--- src/rtl/fb_console_pkg.sv ---
// fb_console_pkg: shared constants and types for the framebuffer console writer.
//   DEF_COLS / DEF_ROWS / DEF_CLR_CHAR : default geometry and fill byte
//   CC_*                               : recognised control codes
//   state_e                            : writer FSM states
//   cur_cmd_e                          : commands accepted by fb_cursor
package fb_console_pkg;

  localparam int unsigned AW           = 12;
  localparam int unsigned DEF_COLS     = 100;
  localparam int unsigned DEF_ROWS     = 40;
  localparam logic [7:0]  DEF_CLR_CHAR = 8'h20;

  localparam logic [7:0] CC_BS = 8'h08;
  localparam logic [7:0] CC_LF = 8'h0A;
  localparam logic [7:0] CC_FF = 8'h0C;
  localparam logic [7:0] CC_CR = 8'h0D;

  typedef enum logic {
    ST_CLEAR,
    ST_IDLE
  } state_e;

  typedef enum logic [2:0] {
    CUR_NONE,
    CUR_ADV,
    CUR_NL,
    CUR_CR,
    CUR_BS,
    CUR_ZERO
  } cur_cmd_e;

endpackage

--- src/rtl/fb_cursor.sv ---
// fb_cursor: text cursor as a linear address plus a column counter (no multiplier).
//   clk50, rst : clock, synchronous active-high reset (cursor -> 0)
//   cmd        : CUR_ADV / CUR_NL / CUR_CR / CUR_BS / CUR_ZERO / CUR_NONE
//   addr       : current linear cursor address row*COLS+col
//   wrap       : the present ADV or NL command reaches COLS*ROWS and wraps to 0
module fb_cursor
  import fb_console_pkg::*;
#(
  parameter int unsigned COLS = DEF_COLS,
  parameter int unsigned ROWS = DEF_ROWS
) (
  input  logic          clk50,
  input  logic          rst,
  input  cur_cmd_e      cmd,
  output logic [AW-1:0] addr,
  output logic          wrap
);

  localparam logic [AW:0]   NCELLS   = (AW+1)'(COLS * ROWS);
  localparam logic [AW-1:0] COLS_W   = AW'(COLS);
  localparam logic [AW-1:0] LAST_COL = AW'(COLS - 1);

  logic [AW-1:0] addr_q, addr_d;
  logic [AW-1:0] col_q, col_d;
  logic [AW:0]   adv_sum, nl_sum;

  always_comb begin
    // One extra bit so the compare against COLS*ROWS also holds at 4096 cells.
    adv_sum = {1'b0, addr_q} + (AW+1)'(1);
    nl_sum  = {1'b0, addr_q} + {1'b0, COLS_W - col_q};
    addr_d  = addr_q;
    col_d   = col_q;
    wrap    = 1'b0;
    case (cmd)
      CUR_ADV: begin
        if (adv_sum == NCELLS) begin
          wrap   = 1'b1;
          addr_d = '0;
          col_d  = '0;
        end else begin
          addr_d = adv_sum[AW-1:0];
          col_d  = (col_q == LAST_COL) ? '0 : col_q + AW'(1);
        end
      end
      CUR_NL: begin
        col_d = '0;
        if (nl_sum == NCELLS) begin
          wrap   = 1'b1;
          addr_d = '0;
        end else begin
          addr_d = nl_sum[AW-1:0];
        end
      end
      CUR_CR: begin
        addr_d = addr_q - col_q;
        col_d  = '0;
      end
      CUR_BS: begin
        if (addr_q != '0) begin
          addr_d = addr_q - AW'(1);
          col_d  = (col_q == '0) ? LAST_COL : col_q - AW'(1);
        end
      end
      CUR_ZERO: begin
        addr_d = '0;
        col_d  = '0;
      end
      default: ;
    endcase
  end

  always_ff @(posedge clk50) begin
    if (rst) begin
      addr_q <= '0;
      col_q  <= '0;
    end else begin
      addr_q <= addr_d;
      col_q  <= col_d;
    end
  end

  assign addr = addr_q;

endmodule

--- src/rtl/fb_console_writer.sv ---
// fb_console_writer: ASCII byte stream -> framebuffer writes, with cursor and
// hardware screen clear.
//   clk50, rst   : 50 MHz clock, synchronous active-high reset
//   char_data/char_valid/char_ready : incoming byte handshake
//   fb_data/fb_addr/fb_we           : registered framebuffer write port
//   cursor_addr  : linear cursor address
//   busy         : clear sweep in progress
// Optional feature: define FB_CONSOLE_CLEAR_ON_WRAP_EN to clear the screen on
// a screen-end wrap (a wrapping printable byte is then written at 0 after the sweep).
module fb_console_writer
  import fb_console_pkg::*;
#(
  parameter int unsigned COLS     = DEF_COLS,
  parameter int unsigned ROWS     = DEF_ROWS,
  parameter logic [7:0]  CLR_CHAR = DEF_CLR_CHAR
) (
  input  logic        clk50,
  input  logic        rst,
  input  logic [7:0]  char_data,
  input  logic        char_valid,
  output logic        char_ready,
  output logic [7:0]  fb_data,
  output logic [11:0] fb_addr,
  output logic        fb_we,
  output logic [11:0] cursor_addr,
  output logic        busy
);

  localparam logic [AW:0] NCELLS = (AW+1)'(COLS * ROWS);

  state_e        state_q, state_d;
  logic [AW:0]   sweep_q, sweep_d;
  logic          fb_we_q, fb_we_d;
  logic [AW-1:0] fb_addr_q, fb_addr_d;
  logic [7:0]    fb_data_q, fb_data_d;
  logic          pend_q, pend_d;
  logic [7:0]    pend_data_q, pend_data_d;

  cur_cmd_e      cur_cmd;
  logic [AW-1:0] cur_addr;
  logic          cur_wrap;
  logic          accept;
  logic          sweep_done;
  logic          start_clear;

  assign char_ready = (state_q == ST_IDLE) && !rst;
  assign accept     = char_valid && char_ready;
  assign sweep_done = (sweep_q >= NCELLS);

  fb_cursor #(
    .COLS(COLS),
    .ROWS(ROWS)
  ) u_cursor (
    .clk50(clk50),
    .rst  (rst),
    .cmd  (cur_cmd),
    .addr (cur_addr),
    .wrap (cur_wrap)
  );

`ifndef FB_CONSOLE_CLEAR_ON_WRAP_EN
  logic unused_wrap;
  assign unused_wrap = cur_wrap;
`endif

  // Cursor command decode kept apart from the write logic: the write logic
  // reads cur_wrap, which is itself a function of cur_cmd.
  always_comb begin
    cur_cmd = CUR_NONE;
    case (state_q)
      ST_CLEAR: begin
        if (sweep_done) cur_cmd = pend_q ? CUR_ADV : CUR_ZERO;
      end
      ST_IDLE: begin
        if (accept) begin
          case (char_data)
            CC_FF:   cur_cmd = CUR_NONE;
            CC_LF:   cur_cmd = CUR_NL;
            CC_CR:   cur_cmd = CUR_CR;
            CC_BS:   cur_cmd = (cur_addr != '0) ? CUR_BS : CUR_NONE;
            default: cur_cmd = CUR_ADV;
          endcase
        end
      end
      default: ;
    endcase
  end

  always_comb begin
    state_d     = state_q;
    sweep_d     = sweep_q;
    fb_we_d     = 1'b0;
    fb_addr_d   = fb_addr_q;
    fb_data_d   = fb_data_q;
    pend_d      = pend_q;
    pend_data_d = pend_data_q;
    start_clear = 1'b0;
    case (state_q)
      ST_CLEAR: begin
        if (!sweep_done) begin
          fb_we_d   = 1'b1;
          fb_addr_d = sweep_q[AW-1:0];
          fb_data_d = CLR_CHAR;
          sweep_d   = sweep_q + (AW+1)'(1);
        end else begin
          state_d = ST_IDLE;
          // A held-back wrapping byte lands at the (already zeroed) cursor.
          if (pend_q) begin
            fb_we_d   = 1'b1;
            fb_addr_d = cur_addr;
            fb_data_d = pend_data_q;
            pend_d    = 1'b0;
          end
        end
      end
      ST_IDLE: begin
        if (accept) begin
          case (char_data)
            CC_FF: start_clear = 1'b1;
            CC_LF: begin
`ifdef FB_CONSOLE_CLEAR_ON_WRAP_EN
              if (cur_wrap) start_clear = 1'b1;
`endif
            end
            CC_CR: ;
            CC_BS: begin
              if (cur_addr != '0) begin
                fb_we_d   = 1'b1;
                fb_addr_d = cur_addr - AW'(1);
                fb_data_d = CLR_CHAR;
              end
            end
            default: begin
`ifdef FB_CONSOLE_CLEAR_ON_WRAP_EN
              if (cur_wrap) begin
                start_clear = 1'b1;
                pend_d      = 1'b1;
                pend_data_d = char_data;
              end else begin
                fb_we_d   = 1'b1;
                fb_addr_d = cur_addr;
                fb_data_d = char_data;
              end
`else
              fb_we_d   = 1'b1;
              fb_addr_d = cur_addr;
              fb_data_d = char_data;
`endif
            end
          endcase
        end
      end
      default: ;
    endcase
    // Entering a clear from IDLE issues address 0 immediately, so the sweep
    // proper continues from 1 and still totals COLS*ROWS writes.
    if (start_clear) begin
      state_d   = ST_CLEAR;
      fb_we_d   = 1'b1;
      fb_addr_d = '0;
      fb_data_d = CLR_CHAR;
      sweep_d   = (AW+1)'(1);
    end
  end

  always_ff @(posedge clk50) begin
    if (rst) begin
      state_q     <= ST_CLEAR;
      sweep_q     <= '0;
      fb_we_q     <= 1'b0;
      fb_addr_q   <= '0;
      fb_data_q   <= '0;
      pend_q      <= 1'b0;
      pend_data_q <= '0;
    end else begin
      state_q     <= state_d;
      sweep_q     <= sweep_d;
      fb_we_q     <= fb_we_d;
      fb_addr_q   <= fb_addr_d;
      fb_data_q   <= fb_data_d;
      pend_q      <= pend_d;
      pend_data_q <= pend_data_d;
    end
  end

  assign fb_we       = fb_we_q;
  assign fb_addr     = fb_addr_q;
  assign fb_data     = fb_data_q;
  assign cursor_addr = cur_addr;
  assign busy        = (state_q == ST_CLEAR);

endmodule
--- config.mk ---
export PLATFORM = sky130hd
export DESIGN_NAME = fb_console_writer
export DESIGN_NICKNAME = d
export VERILOG_FILES = /design/src/rtl/fb_console_pkg.sv /design/src/rtl/fb_cursor.sv /design/src/rtl/fb_console_writer.sv
export SDC_FILE = /design/constraint.sdc
export NUM_CORES = 1
export LEC_CHECK = 0
export BUFFER_PORTS_ARGS = -buffer_cell sky130_fd_sc_hd__buf_4
export CAP_MARGIN = 0
export CORE_MARGIN = 10
export CORE_UTILIZATION = 45
export CTS_CLUSTER_SIZE = 8
export DETAILED_ROUTE_END_ITERATION = 7
export HOLD_SLACK_MARGIN = 0.03
export PLACE_DENSITY = 0.65
export SYNTH_ARGS = -nofsm -noshare
export SYNTH_HDL_FRONTEND = slang
export SYNTH_SLANG_ARGS = --single-unit
--- constraint.sdc ---
create_clock -name clk50 -period 3.3 [get_ports clk50]
set_input_delay 0.33 -clock clk50 [delete_from_list [all_inputs] [get_ports clk50]]
set_output_delay 0.33 -clock clk50 [all_outputs]
set_load 0.05 [all_outputs]
==> flow_summary.json, run 1 <==
{
  "status": "finished, final reports clean",
  "startpoint_type": "register",
  "yosys_warnings": 0,
  "drtPass1Iterations": 5,
  "numCtsBuffers": 9,
  "stdcell_area_mm2": 0.00682,
  "antenna_found_initial": 0,
  "slew_headroom": 0.500,
  "cts_hold_buf": 0,
  "setup_viol_count_final": 0,
  "grt_usage": 0.226,
  "via_per_inst": 6.30,
  "cts_tree": "built",
  "grt_max_degree": 33,
  "end_kind": "register",
  "cts.sinks": 59,
  "clk_latency_ps": 350,
  "hp-class": "primary input to register",
  "syn-instance-count": 734,
  "drt_iter0_drc": 502,
  "max_clock_freq_mhz": 312,
  "dp_slack_ps": -160,
  "arrival_ps": 3420,
  "die_width_um": 130,
  "place_area_mm2": 0.00627,
  "final_util": 0.570,
  "core-area_mm2": 0.0120,
  "dpl.hpwl_um": 14600,
  "globalplace.congestion": 0.960,
  "cp.required_ps": 3520,
  "die-area_mm2": 0.0169,
  "routed_wl_um": 19200,
  "pin_count": 46,
  "ys_seq_area_frac": 0.216,
  "leakage_nw": 2.66,
  "critPathKind": "register to register",
  "layoutNonFillerInstCount": 970,
  "place_inst": 945,
  "grt_pass1_vias": 5645,
  "grt_pass1_wl_um": 30100,
  "start_util": 0.456,
  "port_buffers": 45,
  "vias": 6109,
  "irDropWorstVdd_mv": 0.171,
  "grt_setup_unrepaired": "true",
  "diodes": 0,
  "drc": 0,
  "drv_cap": 0,
  "rows": 40,
  "postSynthAreaPerCell_um2": 7.43,
  "p_per_area_mw_per_mm2": 277,
  "clock_skew_ps": 8.87,
  "grt_overflow": 0,
  "ys_types": 72,
  "synth_nets": 780,
  "ctsLongestPathBuffers": 2,
  "fin_crit_ps": 3200,
  "clk_transition_reported_paths_ps": 60,
  "finalHoldViolCount": 0,
  "antenna_left": 0,
  "ys_ff_latch": 59,
  "worst_slew_pin_slew_ps": 749,
  "hold_ws_ps": 253,
  "synth_area_mm2": 0.00546,
  "drv_slew": 0,
  "synthFlopType": "dfxtp_1",
  "synth-async-reset-ratio": 0,
  "dieHeight_um": 130,
  "htree_levels": 3,
  "wl_per_cell_um": 19.8,
  "postLayoutSetupSlackWorst_ps": 97.3,
  "path_max_fanout": 5,
  "area_delta_synth_final_pct": 24.9,
  "drive_above_1_share": 0.222,
  "final_nets": 864,
  "finalCritPeriodShare": 0.971,
  "cts_root_buf": "clkbuf_16",
  "synth_edf_count": 0
}
## layer usage
layer / GRT usage / wire, um / vias up
met2: 0.369 / 9010 / 264
met5: 0 / 0 / -
met1: 0.286 / 8200 / 2923
li1: - / - / 2873
met3: 0.0450 / 1430 / 49
met4: 0.0840 / 591 / 0
## stage by stage
stage	setup TNS [ps]	power, mW
finish	0	1.89
global route	-229	1.95
CTS	0	1.89
detailed placement	-576	0.917
global placement	0	0.914
floorplan	0	0.861
## registers in the layout, indices dropped and copies added (netlist names)
signal	count
u_cursor.col_q	12
u_cursor.addr	12
fb_we	1
fb_data	8
sweep_q	13
state_q	1
fb_addr	12
## cell type report
| cell class | count | area, um2 |
|---|---|---|
| fillers | 1112 | 5150 |
| multi-input cells | 596 | 4120 |
| flip-flops and latches | 59 | 1190 |
| repair buffers | 118 | 886 |
| clock buffers | 9 | 225 |
| well taps | 147 | 184 |
| inverters | 34 | 130 |
| clock inverters | 7 | 77.6 |
## cell usage after synthesis (4+ instances only)
cell       count  area, um2
o311ai_0       6       52.6
nor2b_1        5       31.3
buf_4          4       30.0
clkbuf_1      28        105
a211oi_1      11       82.6
or4_1          4       30.0
xor2_1        23        201
ha_1          33        413
buf_1          4       15.0
a31oi_1       10       62.6
a2111oi_2      4       60.1
a22oi_1       13       97.6
and2_1         6       37.5
o21ai_1        4       20.0
o211ai_1      16        120
o21a_1         4       30.0
or2_2          5       31.3
dfxtp_1       59       1180
a221oi_1       4       35.0
nor3_1        35        175
nand4_1       11       68.8
nand2_1       56        210
xnor2_1       36        315
buf_2          9       45.0
nand3b_1       4       30.0
a21o_1         7       52.6
nand3_1       35        175
and4_1         6       52.6
o21ai_0       38        190
a21oi_1       47        235
nor4_1         8       50.1
inv_1         34        128
o31ai_1        4       30.0
and3_1        17        106
nor2_1        77        289
or3_1          9       56.3
## timing repair
item	in CTS	in global routing
gates resized for setup	10	33
setup buffers	3	6
setup endpoints to repair	5	6
pin swaps	9	24
## cell usage in the layout (no fill, tap or decap), drive strengths merged, types with 3 or more instances in the layout
master	instances
clkbuf	9
a21o	7
nand2	56
a22oi	13
mux2i	3
o211ai	16
ha	33
nand3b	4
inv	35
and2	7
a21oi	47
or4	4
a221oi	5
or3	9
buf	118
or2	5
a311o	3
a211oi	11
o21a	4
o31ai	4
a31oi	11
nor4	10
xor2	23
nor2b	5
or3b	3
and4	6
nand2b	3
a2111oi	7
and3	17
nor2	78
nor3	36
o311ai	6
nand4	11
clkinv	4
dfxtp	59
o21ai	42
xnor2	36
nand3	35
a311oi	4
## final timing paths
path / from / endpoint / slack, ps / depth (start not counted)
setup / recovery: u_cursor.col_q[1] / u_cursor.addr[7] / 100 / 14
hold / removal: char_data[7] / fb_data[7] / 250 / 3
setup reg to reg: u_cursor.col_q[1] / u_cursor.addr[7] / 100 / 14
hold reg to reg: fb_addr[5] / fb_addr[5] / 450 / 2
## critical path, stage by stage, from the launching register on
cell and delay (ps):
dfxtp_2 340, inv_2 80, ha_4 150, nor2_4 40, nor3_2 200, nor2_1 110, ha_1 340, and2_1 160
a2111o_1 430, buf_4 160, xor2_1 340, nand4b_1 140, buf_4 180, o311ai_4 300, a221oi_2 100
## power breakdown
| group | internal [mW] | switching (mW) | total (mW) | leakage [nW] |
|---|---|---|---|---|
| Sequential | 0.720 | 0.00882 | 0.729 | 0.480 |
| Combinational | 0.0688 | 0.114 | 0.183 | 2.04 |
| Clock | 0.589 | 0.384 | 0.973 | 0.146 |
| Total | 1.38 | 0.508 | 1.89 | 2.66 |
## kinds of logic after synthesis
| logic type | share of synthesized area |
|---|---|
| xor gates and xnor gates | 0.0947 |
| muxes | 0.00550 |
| buffers and inverters | 0.0592 |
| AOI/OAI and AO/OA | 0.267 |
| and+or+nand+nor | 0.274 |
| adders and majority gates | 0.0830 |
| DFF | 0.216 |
Power figures use the tool's default switching activity.
==> inputs of run 2 (changes only) <==
--- a/config.mk
+++ b/config.mk
@@ -12,7 +12,8 @@
 export CTS_CLUSTER_SIZE = 8
 export DETAILED_ROUTE_END_ITERATION = 7
 export HOLD_SLACK_MARGIN = 0.03
-export PLACE_DENSITY = 0.65
+export PLACE_DENSITY = 0.76
+export REMOVE_ABC_BUFFERS = 1
 export SYNTH_ARGS = -nofsm -noshare
 export SYNTH_HDL_FRONTEND = slang
 export SYNTH_SLANG_ARGS = --single-unit
==> run 2 against run 1 <==
Net effect: design area rose by 1.5%; highest routed layer unchanged; hold slack improved by 13 ps; sequential share of layout area fell by 0.32 points; setup slack got worse by 22 ps; routed wire length fell by 7.3%; die area did not move; utilization rose by 0.88 points.
==> flow_summary.json, run 2 (same netlist as run 1, synthesis figures left out) <==
{
  "leakage_nw": 2.71,
  "drc": 0,
  "grt_setup_unrepaired": "true",
  "dpl.hpwl_um": 13200,
  "slowest_delay_ps": 430,
  "p_per_area_mw_per_mm2": 281,
  "hp-class": "primary input to register",
  "path_max_fanout": 6,
  "worst_slew_pin_slew_ps": 691,
  "routed_wl_um": 17800,
  "start_util": 0.456,
  "max_clock_freq_mhz": 310,
  "cp_num_buf_inv": 3,
  "globalplace.congestion": 0.998,
  "ctsLongestPathBuffers": 2,
  "slew_headroom": 0.534,
  "path_cells": "buf_4 > o21ai_0 > buf_4 > buf_4 > xnor2_1 > ha_1 > and3_1 > a2111o_1 > o211ai_1 > a21oi_2 > a311oi_4 > o311ai_2 > a221oi_2",
  "core-area_mm2": 0.0120,
  "arrival_ps": 3480,
  "htree_levels": 3,
  "grt_usage": 0.208,
  "cp.required_ps": 3560,
  "area_delta_synth_final_pct": 26.8,
  "vias": 5980,
  "numCtsBuffers": 9,
  "final_util": 0.579,
  "port_buffers": 45,
  "pin_count": 46,
  "irDropWorstVdd_mv": 0.206,
  "grt_pass1_vias": 5708,
  "cts_root_buf": "clkbuf_16",
  "largest_reg_flops": 13,
  "drv_slew": 0,
  "via_per_inst": 6.13,
  "end_kind": "register",
  "wl_met1_um": 7320,
  "drv_cap": 0,
  "clock_skew_ps": 8.14,
  "clk_latency_ps": 340,
  "setup_viol_count_final": 0,
  "grt_max_degree": 33,
  "final_nets": 870,
  "wl_met3_um": 1400,
  "grt_pass1_wl_um": 28600,
  "met2_wirelength_um": 8470,
  "antenna_found_initial": 0,
  "final_common_cell": "buf_4",
  "drtPass1Iterations": 8,
  "die-area_mm2": 0.0169,
  "die_width_um": 130,
  "finalPower_mw": 1.94,
  "cp_common_cell": "buf_4",
  "final_cell_mix": "buf_4 (123), nor2_1 (74), nand2_1 (56)",
  "fin_crit_ps": 3230,
  "dieHeight_um": 130,
  "drt_iter0_drc": 500,
  "finalHoldViolCount": 0,
  "status": "finished, final reports clean",
  "antenna_left": 0,
  "cts_tree": "built",
  "postLayoutSetupSlackWorst_ps": 74.8,
  "crit_family": "compound AO/OA/AOI/OAI gates",
  "wl_per_cell_um": 18.3,
  "cp_slowest_cell": "a2111o_1",
  "finalCritPeriodShare": 0.977,
  "cts.sinks": 59,
  "diodes": 0,
  "rows": 40,
  "startpoint_type": "register",
  "top_register": "sweep_q",
  "drive_above_1_share": 0.236,
  "critPathKind": "register to register",
  "grt_overflow": 0,
  "clk_transition_reported_paths_ps": 60,
  "dp_slack_ps": -81.3,
  "dr.max_layer_used": "met4"
}
[run 2: cell types whose count changed in the layout (fill, tap and decap cells not counted), sizes merged]
cell,before,now
clkinvlp,1,0
bufinv,1,2
buf,118,124
[run 2: area by class of cell]
type | count | area (um2)
tap | 147 | 184
fill | 1090 | 5040
timing repair buffer | 124 | 943
multi-input combinational | 596 | 4150
sequential | 59 | 1190
inverter | 34 | 128
clock inverter | 7 | 100
clock buffer | 9 | 225
[run 2: worst register-to-register path: cells and delay by family (launching register included)]
family | cells | cell delay (ps)
adders and majority gates | 1 | 310
DFF | 1 | 320
buffers and inverters | 3 | 390
xor gates and xnor gates | 1 | 130
AOI/OAI and AO/OA | 7 | 1800
and+or+nand+nor | 1 | 190
[run 2: worst paths after layout]
kind                          start                to  slack (ps)  depth (start not counted)
setup reg to reg  u_cursor.col_q[0]  u_cursor.addr[7]          70                         13
setup / recovery  u_cursor.col_q[0]  u_cursor.addr[7]          70                         13
hold reg to reg         sweep_q[12]       sweep_q[12]         450                          2
hold / removal         char_data[4]        fb_data[4]         270                          3
[run 2: per-stage QoR]
stage	hold WS (ps)	instance area, um2	instances	setup TNS (ps)
6_report	266	6920	976	0
5_1_grt	305	6920	976	-143
4_1_cts	267	6700	973	0
3_5_place_dp	445	6370	957	-216
3_3_place_gp	440	6370	957	0
2_1_floorplan	396	5260	689	-5460
[run 2: repair_timing]
| item | CTS | global route |
|---|---|---|
| pin swaps | 3 | 23 |
| endpoints found under the setup margin | 5 | 6 |
| hold buffers | 0 | 0 |
| resized for setup | 4 | 43 |
| setup buffers | 0 | 3 |
[run 2: power breakdown]
group / internal [mW] / switching (mW) / leakage, nW / total, mW
Clock: 0.665 / 0.372 / 0.160 / 1.04
Sequential: 0.721 / 0.00996 / 0.479 / 0.731
Combinational: 0.0657 / 0.107 / 2.07 / 0.173
[run 2: per-layer routing]
| layer | global-route usage | up-vias |
|---|---|---|
| li1 | - | 2888 |
| met3 | 0.0398 | 48 |
| met5 | 0 | - |
| met2 | 0.344 | 265 |
| met1 | 0.257 | 2779 |
| met4 | 0.0939 | 0 |
